**src/rtl/riscy_pkg.sv**
```systemverilog
// Shared types and constants for the RISCY MIPS fetch path.
package riscy_pkg;

    localparam logic [31:0] RESET_PC_DEFAULT  = 32'h0000_0000;
    localparam logic [31:0] NOP_INSTR_DEFAULT = 32'h0000_0000;
    localparam logic [31:0] WORD_ALIGN_MASK   = 32'hFFFF_FFFC;

    // FETCH: request outstanding, HOLD: IF/ID full and stalled, DRAIN: discard one stale response
    typedef enum logic [1:0] {
        FETCH = 2'd0,
        HOLD  = 2'd1,
        DRAIN = 2'd2
    } fetch_state_t;

endpackage

```
**src/rtl/pc_next_sel.sv**
```systemverilog
// Next-PC selection: redirect decode, target mux with word alignment, and sequential PC+4.
module pc_next_sel
    import riscy_pkg::*;
(
    input  logic [31:0] pc,
    input  logic        Branch,
    input  logic        zero,
    input  logic [31:0] branch_target,
    input  logic        Jump,
    input  logic [31:0] jump_target,
    output logic        redirect,
    output logic [31:0] target,
    output logic [31:0] pc_incr
);

    // A jump outranks a taken branch when both arrive together.
    assign redirect = Jump | (Branch & zero);
    assign target   = (Jump ? jump_target : branch_target) & WORD_ALIGN_MASK;
    assign pc_incr  = pc + 32'd4;

endmodule

```
**src/rtl/instruction_fetch.sv**
```systemverilog
// IF stage: PC register, instruction-memory req/valid handshake and the IF/ID register.
module instruction_fetch
    import riscy_pkg::*;
#(
    parameter logic [31:0] RESET_PC  = RESET_PC_DEFAULT,
    parameter logic [31:0] NOP_INSTR = NOP_INSTR_DEFAULT
) (
    input  logic        clk,
    input  logic        reset,
    input  logic        stall,
    input  logic        Branch,
    input  logic        zero,
    input  logic [31:0] branch_target,
    input  logic        Jump,
    input  logic [31:0] jump_target,
    output logic        imem_req,
    output logic [31:0] imem_addr,
    input  logic        imem_valid,
    input  logic [31:0] imem_rdata,
    output logic [31:0] instruction,
    output logic [31:0] pc_plus4,
    output logic        if_valid
);

    fetch_state_t state;
    logic [31:0]  pc;
    logic         redirect;
    logic [31:0]  target;
    logic [31:0]  pc_incr;

    pc_next_sel u_pc_next_sel (
        .pc            (pc),
        .Branch        (Branch),
        .zero          (zero),
        .branch_target (branch_target),
        .Jump          (Jump),
        .jump_target   (jump_target),
        .redirect      (redirect),
        .target        (target),
        .pc_incr       (pc_incr)
    );

    assign imem_addr = pc;

    // imem_req is registered and raised exactly when the next state is FETCH.
    always_ff @(posedge clk or posedge reset) begin
        if (reset) begin
            state       <= FETCH;
            pc          <= RESET_PC & WORD_ALIGN_MASK;
            imem_req    <= 1'b0;
            instruction <= NOP_INSTR;
            pc_plus4    <= '0;
            if_valid    <= 1'b0;
        end else if (redirect) begin
            pc          <= target;
            instruction <= NOP_INSTR;
            pc_plus4    <= '0;
            if_valid    <= 1'b0;
            unique case (state)
                FETCH: begin
                    if (imem_req && !imem_valid) begin
                        state    <= DRAIN;
                        imem_req <= 1'b0;
                    end else begin
                        state    <= FETCH;
                        imem_req <= 1'b1;
                    end
                end
                HOLD: begin
                    state    <= FETCH;
                    imem_req <= 1'b1;
                end
                DRAIN: begin
                    // A redirect while draining still owes exactly one response.
                    if (imem_valid) begin
                        state    <= FETCH;
                        imem_req <= 1'b1;
                    end else begin
                        state    <= DRAIN;
                        imem_req <= 1'b0;
                    end
                end
                default: begin
                    state    <= FETCH;
                    imem_req <= 1'b1;
                end
            endcase
        end else begin
            unique case (state)
                FETCH: begin
                    if (imem_req && imem_valid) begin
                        if (!stall || !if_valid) begin
                            instruction <= imem_rdata;
                            pc_plus4    <= pc_incr;
                            if_valid    <= 1'b1;
                            pc          <= pc_incr;
                            imem_req    <= 1'b1;
                        end else begin
                            state    <= HOLD;
                            imem_req <= 1'b0;
                        end
                    end else begin
                        imem_req <= 1'b1;
                    end
                end
                HOLD: begin
                    if (!stall) begin
                        state    <= FETCH;
                        imem_req <= 1'b1;
                    end
                end
                DRAIN: begin
                    if (imem_valid) begin
                        state    <= FETCH;
                        imem_req <= 1'b1;
                    end
                end
                default: begin
                    state    <= FETCH;
                    imem_req <= 1'b1;
                end
            endcase
        end
    end

endmodule

```
**config.mk**
```make
export PLATFORM = sky130hd
export DESIGN_NAME = instruction_fetch
export DESIGN_NICKNAME = d
export VERILOG_FILES = /design/src/rtl/riscy_pkg.sv /design/src/rtl/pc_next_sel.sv /design/src/rtl/instruction_fetch.sv
export SDC_FILE = /design/constraint.sdc
export NUM_CORES = 1
export LEC_CHECK = 0
export ABC_AREA = 1
export BUFFER_PORTS_ARGS = -buffer_cell sky130_fd_sc_hd__buf_2
export CORE_ASPECT_RATIO = 1.4
export CORE_MARGIN = 2
export CORE_UTILIZATION = 45
export CTS_CLUSTER_SIZE = 25
export DETAILED_ROUTE_END_ITERATION = 10
export HOLD_SLACK_MARGIN = 0.1
export PLACE_DENSITY = 0.78
export SLEW_MARGIN = 20
export SYNTH_ARGS = -nofsm -noshare
export SYNTH_HDL_FRONTEND = slang
export SYNTH_SLANG_ARGS = --single-unit
```
**constraint.sdc**
```tcl
create_clock -name clk -period 4.09 [get_ports clk]
set_input_delay 0.818 -clock clk [delete_from_list [all_inputs] [get_ports clk]]
set_output_delay 0.818 -clock clk [all_outputs]
set_load 0.02 [all_outputs]
```
==> flow_summary.toml, run 1 <==
[pwr]
total_leakage_power_uw = 0.003796
power_density_nw_per_um2 = 401.2
ir_drop_uv = 298.5

[worst_setup_path]
crit_arrival_ns = 2.88
r2r_slack_ns = 1.96
cp_cell_sequence = "buf_2 -> nand2_1 -> nand2_4 -> inv_4 -> nand2_2 -> inv_2 -> buf_12 -> nand2_1 -> nand2_1"
r2r-start = "state[0]$_DFFE_PP0P_"
reg2reg_depth = 7
crit_slowest_cell = "inv_2"
worstPathBufferInverterCount = 4
path_class = "input pin to flop"
path_delay_family = "buffers and inverters"
max_stage_delay_ns = 0.45
cpMostUsedCell = "nand2_1"
critical_path_required_ns = 4.36
worstReg2RegEnd = "pc_plus4[3]$_DFFE_PP0P_"
crit_fanout = 57
worstSetupStartpointType = "input pin"
crit_path_end_kind = "flop"

[logic_synthesis]
synth_flop_cell = "dfrtp_1"
ys_seq_area_share_pct = 47.77
yosys-top-cells-count = "nand2_1 (375), dfrtp_1 (97), nand3_1 (53)"
synth_edf_count = 0
yosysTopAreaCell = "dfrtp_1"
synth_seq_cells = 97
syn_inst = 720
yosysTopAreaCellShare_pct = 47.77
synthTopCellsByArea = "dfrtp_1 (48%), nand2_1 (28%), nand3_1 (5.2%)"
netlist_area_um2 = 5081
yosysMostFrequentCell = "nand2_1"
yosys_warnings = 0
async_flop_share_pct = 100.0
synth.avg_cell_area_um2 = 7.057
synth.distinct_cells = 29

[route]
vias = 5152
routed_wl_um = 14370
drtIter0Drc = 210
routed_via_density = 4.902
route.detailed.drc = 0
drtAntennaViolNets = 0
dr.pass1.iters = 5
avgRoutedWirePerCell_um = 13.68

[final_layout]
antenna_cells = 0
drive_above_1_share_pct = 26.48
nFillCells = 1082
fin_nets = 1009
areaGrowthSynthToFinish_pct = 27.16
post-route-util_pct = 59.15

[clock_network]
cts.reportedPaths.clkPinSlew_ns = 0.06
cts_buffers = 9
cts_setup_buffers = 0
cts_max_level = 3
cts.path.max_buffers = 2
cts-hold-fix-buffers = 0
cts_tree = "yes"
clockRootBuffer = "clkbuf_16"
cts.sinks = 97
clk_latency_ns = 0.34
cts_resized = 0

[floorplanning]
rows = 45
die_x_um = 93.81
dieArea_um2 = 12170
core_area_um2 = 10920
io_pins = 201
chipHeight_um = 129.7
start_util_pct = 46.52

[timing]
setup_tns_ns = 0
report.final.slew_viol_count = 0
tightest_slew_ns = 0.5968
max_slew_margin_pct = 60.12
hold_viol = 0
fmax_mhz = 384.2
finalCritPeriodShare_pct = 63.64
clock_skew_ns = 0.006307
final-setup-viol-count = 0
layout_min_cycle_time_ns = 2.603
hold_ws_ns = 0.4666
rsz0062_at_grt = "no"

[placement]
numPortBuffers = 194
hpwl_um = 10640
place_congestion = 0.8964

[worst_hold_path]
holdPathEnd = "instruction[26]$_DFFE_PP0P_"
hp-start = "instruction[26]$_DFFE_PP0P_"
whs_path_depth = 2
hp-class = "flop to flop"

[run_status]
status = "complete, no violations"

[grt]
grt_overflow_total = 0
grt_start_max_net_pins = 58
grt_pass1_vias = 4818
antenna_found_initial = 0
track_usage_pct = 24.34
grt_pass1_wl_um = 23000

[job]
cap_violations = 0
## registers in the layout, indices dropped and copies added, names as in the netlist
name         cells
instruction     32
pc_plus4        31
imem_addr       30
state            2
if_valid         1
imem_req         1
## cells by family after synthesis
| logic type | after synthesis | share of synthesized area, % |
|---|---|---|
| adders and majority gates | 1 | 0.2462 |
| and+or+nand+nor | 497 | 40.06 |
| other | 1 | 0.07380 |
| DFF | 97 | 47.77 |
| buffers and inverters | 77 | 6.624 |
| AOI/OAI and AO/OA | 47 | 5.220 |
## power breakdown
part / total, µW / internal, µW / switching, µW
clock: 878 / 532 / 345
combinational: 570 / 190 / 380
sequential: 1140 / 1050 / 97.8
total: 2590 / 1770 / 823
## routing by layer
| layer | wire, µm | vias to the layer above | part of all wire (%) | GRT usage, % |
|---|---|---|---|---|
| met3 | 945 | 18 | 6.6 | 5.023 |
| li1 | - | 2593 | - | - |
| met1 | 5611 | 2349 | 39 | 27.95 |
| met5 | 0 | - | 0 | 0 |
| met4 | 209 | 0 | 1.5 | 7.502 |
| met2 | 7607 | 192 | 53 | 45.13 |
## worst reg2reg max path, delay by kind of cell, from the launching register on
family / cells / cell delay (ns)
simple gates: 4 / 0.93
flops: 1 / 0.42
buf+inv: 2 / 0.60
compound gates: 1 / 0.07
## layout by cell type (no fill, tap or decap), drive strengths merged
master	count
o21a	1
clkbuf	10
nand4	3
clkinvlp	1
a21oi	7
nand3	53
bufinv	2
clkinv	3
inv	49
ha	1
o211ai	2
o21ai	28
nor2	52
nand2	383
o31ai	1
conb	2
a31oi	1
o41ai	1
o21bai	6
or2	3
and2	3
dfrtp	97
buf	201
## layout make-up
type | instances | area (µm²) | area share [%]
Timing Repair Buffer | 201 | 1036 | 16.03
Multi-Input combinational cell | 547 | 2321 | 35.92
Inverter | 49 | 188.9 | 2.924
Tap cell | 141 | 176.4 | 2.730
Clock inverter | 6 | 82.58 | 1.278
Clock buffer | 10 | 229.0 | 3.544
Sequential cell | 97 | 2427 | 37.57
## through the flow
| step | power, µW | area, µm² | std cells | worst slack [ns] |
|---|---|---|---|---|
| 2_1_floorplan | 1505 | 5085 | 721 | 0.7383 |
| 3_3_place_gp | 1726 | 6150 | 1035 | 1.120 |
| 3_5_place_dp | 1737 | 6150 | 1035 | 1.103 |
| 4_1_cts | 2622 | 6461 | 1051 | 1.430 |
| 5_1_grt | 2733 | 6461 | 1051 | 1.250 |
| 6_report | 2592 | 6461 | 1051 | 1.487 |
## how the worst max path moves through the flow
stage                     startpoint                  endpoint  slack (ns)  cells past startpoint
after floorplan                reset      if_valid$_DFFE_PP0P_        0.74                      1
after global placement        Branch   pc_plus4[3]$_DFFE_PP0P_        1.12                      8
after detailed placement      Branch   pc_plus4[3]$_DFFE_PP0P_        1.10                      8
after CTS                     Branch  pc_plus4[31]$_DFFE_PP0P_        1.43                      9
after global routing          Branch  pc_plus4[16]$_DFFE_PP0P_        1.25                      9
final                         Branch  pc_plus4[31]$_DFFE_PP0P_        1.49                      9
Note: power is estimated with default switching activity, not from simulation.
==> run 2: changes to the inputs <==
Clock period 4.09 ns to 2.5 ns, I/O delays scaled along.
==> run 2 against run 1 <==
First-iteration DRC count increased by 14%. Sequential share of layout area is 0.16 points lower. Power grew 62%. Sequential power up 64%. Wire length fell by 0.17%. Non-clock buffer count rose by 2. Die area is the same. Utilization increased by 0.25 points. Setup slack got worse by 0.89 ns. Worst hold slack worse by 0.21 ns. Highest routed layer unchanged.
==> flow_summary.toml, run 2 (synthesized netlist as in run 1, its figures left out) <==
[run_status]
status = "complete, no violations"

[route]
drtAntennaViolNets = 0
route.detailed.drc = 0
routed_via_density = 4.836
dr.pass1.iters = 5
routed_wl_um = 14350
avgRoutedWirePerCell_um = 13.63
drtIter0Drc = 240
vias = 5092

[clock_network]
cts.sinks = 97
cts_max_level = 3
cts_tree = "yes"
cts.path.max_buffers = 2
cts_resized = 0
cts_setup_buffers = 0
cts.reportedPaths.clkPinSlew_ns = 0.07
cts-hold-fix-buffers = 0
cts_buffers = 9
clk_latency_ns = 0.35
clockRootBuffer = "clkbuf_16"

[timing]
report.final.slew_viol_count = 0
finalCritPeriodShare_pct = 76.22
fmax_mhz = 524.8
max_slew_margin_pct = 42.98
layout_min_cycle_time_ns = 1.906
setup_tns_ns = 0
clock_skew_ns = 0.005594
hold_viol = 0
tightest_slew_ns = 0.8540
final-setup-viol-count = 0
rsz0062_at_grt = "no"

[worst_setup_path]
cp_cell_sequence = "nand2_1 -> nand4_2 -> nand2_2 -> inv_2 -> buf_4 -> nand2_1 -> o21ai_0"
path_delay_family = "buffers and inverters"
r2r-start = "if_valid$_DFFE_PP0P_"
max_stage_delay_ns = 0.62
r2r_slack_ns = 0.59
crit_path_end_kind = "flop"
crit_arrival_ns = 2.17
critical_path_required_ns = 2.77
crit_slowest_cell = "inv_2"
worstPathBufferInverterCount = 2
worstSetupStartpointType = "flop"
path_class = "flop to flop"
reg2reg_depth = 7
crit_fanout = 50
cpMostUsedCell = "nand2_1"
worstReg2RegEnd = "pc_plus4[3]$_DFFE_PP0P_"

[pwr]
power_density_nw_per_um2 = 646.8
ir_drop_uv = 371.6
total_leakage_power_uw = 0.003798

[placement]
place_congestion = 0.9277
dp.cells = 1037
hpwl_um = 10660
numPortBuffers = 194

[worst_hold_path]
hp-class = "input pin to async pin"

[final_layout]
top_register = "instruction"
post-route-util_pct = 59.40
final_common_cell = "nand2_1"
drive_above_1_share_pct = 26.64
areaGrowthSynthToFinish_pct = 27.70
largest_reg_flops = 32
fin_nets = 1011
antenna_cells = 0
final_cell_mix = "nand2_1 (375), buf_2 (194), dfrtp_1 (97)"
fin_cells = 1053

[floorplanning]
rows = 45
chipHeight_um = 129.7
dieArea_um2 = 12170
io_pins = 201
die_x_um = 93.81
start_util_pct = 46.52
core_area_um2 = 10920

[grt]
grt_overflow_total = 0
grt_pass1_vias = 4974
track_usage_pct = 24.36
grt_pass1_wl_um = 23050
grt_start_max_net_pins = 51
antenna_found_initial = 0

[job]
cap_violations = 0
## run 2: cell count changes in the layout (fill, tap and decap cells not counted), sizes merged
cell / before / now
clkinvlp: 1 / 3
buf: 201 / 203
clkinv: 3 / 2
inv: 49 / 48
bufinv: 2 / 1
clkbuf: 10 / 11
## run 2: metrics by stage
step,total power [µW],area (µm²),setup WS [ns],hold WS (ns)
floorplan,2463,5089,0.8524,0.4919
global placement,2829,6191,0.2526,0.4496
detailed placement,2847,6191,0.2123,0.4536
CTS,4230,6489,0.5397,0.2740
global route,4427,6489,0.4250,0.2954
finish,4197,6489,0.5945,0.2537
## run 2: worst reg2reg max path, stage by stage (launching register included)
cell,delay (ns)
dfrtp_1,0.38
nand2_1,0.09
nand4_2,0.14
nand2_2,0.07
inv_2,0.62
buf_4,0.37
nand2_1,0.08
o21ai_0,0.07
## run 2: final cells by class
| cell class | instances | area, µm² |
|---|---|---|
| fill | 1081 | 4434 |
| sequential | 97 | 2427 |
| multi-input combinational | 547 | 2321 |
| timing repair buffer | 203 | 1076 |
| clock buffer | 11 | 242.7 |
| inverter | 49 | 190.2 |
| tap | 141 | 176.4 |
| clock inverter | 5 | 55.05 |
## run 2: metal layers
metal	track usage, %	vias up	part of all wire (%)
li1	-	2586	-
met4	11.00	0	2.6
met2	44.96	183	52
met5	0	-	0
met3	4.965	26	6.4
met1	26.66	2297	39
## run 2: report_power, final
| group | total (µW) | internal [µW] | switching (µW) |
|---|---|---|---|
| combinational | 944 | 318 | 626 |
| sequential | 1870 | 1710 | 154 |
| clock | 1390 | 799 | 587 |
## run 2: how the worst max path moves through the flow
stage / from / slack (ns) / cells past startpoint / endpoint
after floorplan: reset / 0.85 / 1 / if_valid$_DFFE_PP0P_
after global placement: Branch / 0.25 / 8 / pc_plus4[3]$_DFFE_PP0P_
after detailed placement: Branch / 0.21 / 8 / pc_plus4[3]$_DFFE_PP0P_
after CTS: if_valid$_DFFE_PP0P_ / 0.54 / 7 / pc_plus4[3]$_DFFE_PP0P_
after global routing: if_valid$_DFFE_PP0P_ / 0.43 / 7 / pc_plus4[3]$_DFFE_PP0P_
final: if_valid$_DFFE_PP0P_ / 0.59 / 7 / pc_plus4[3]$_DFFE_PP0P_
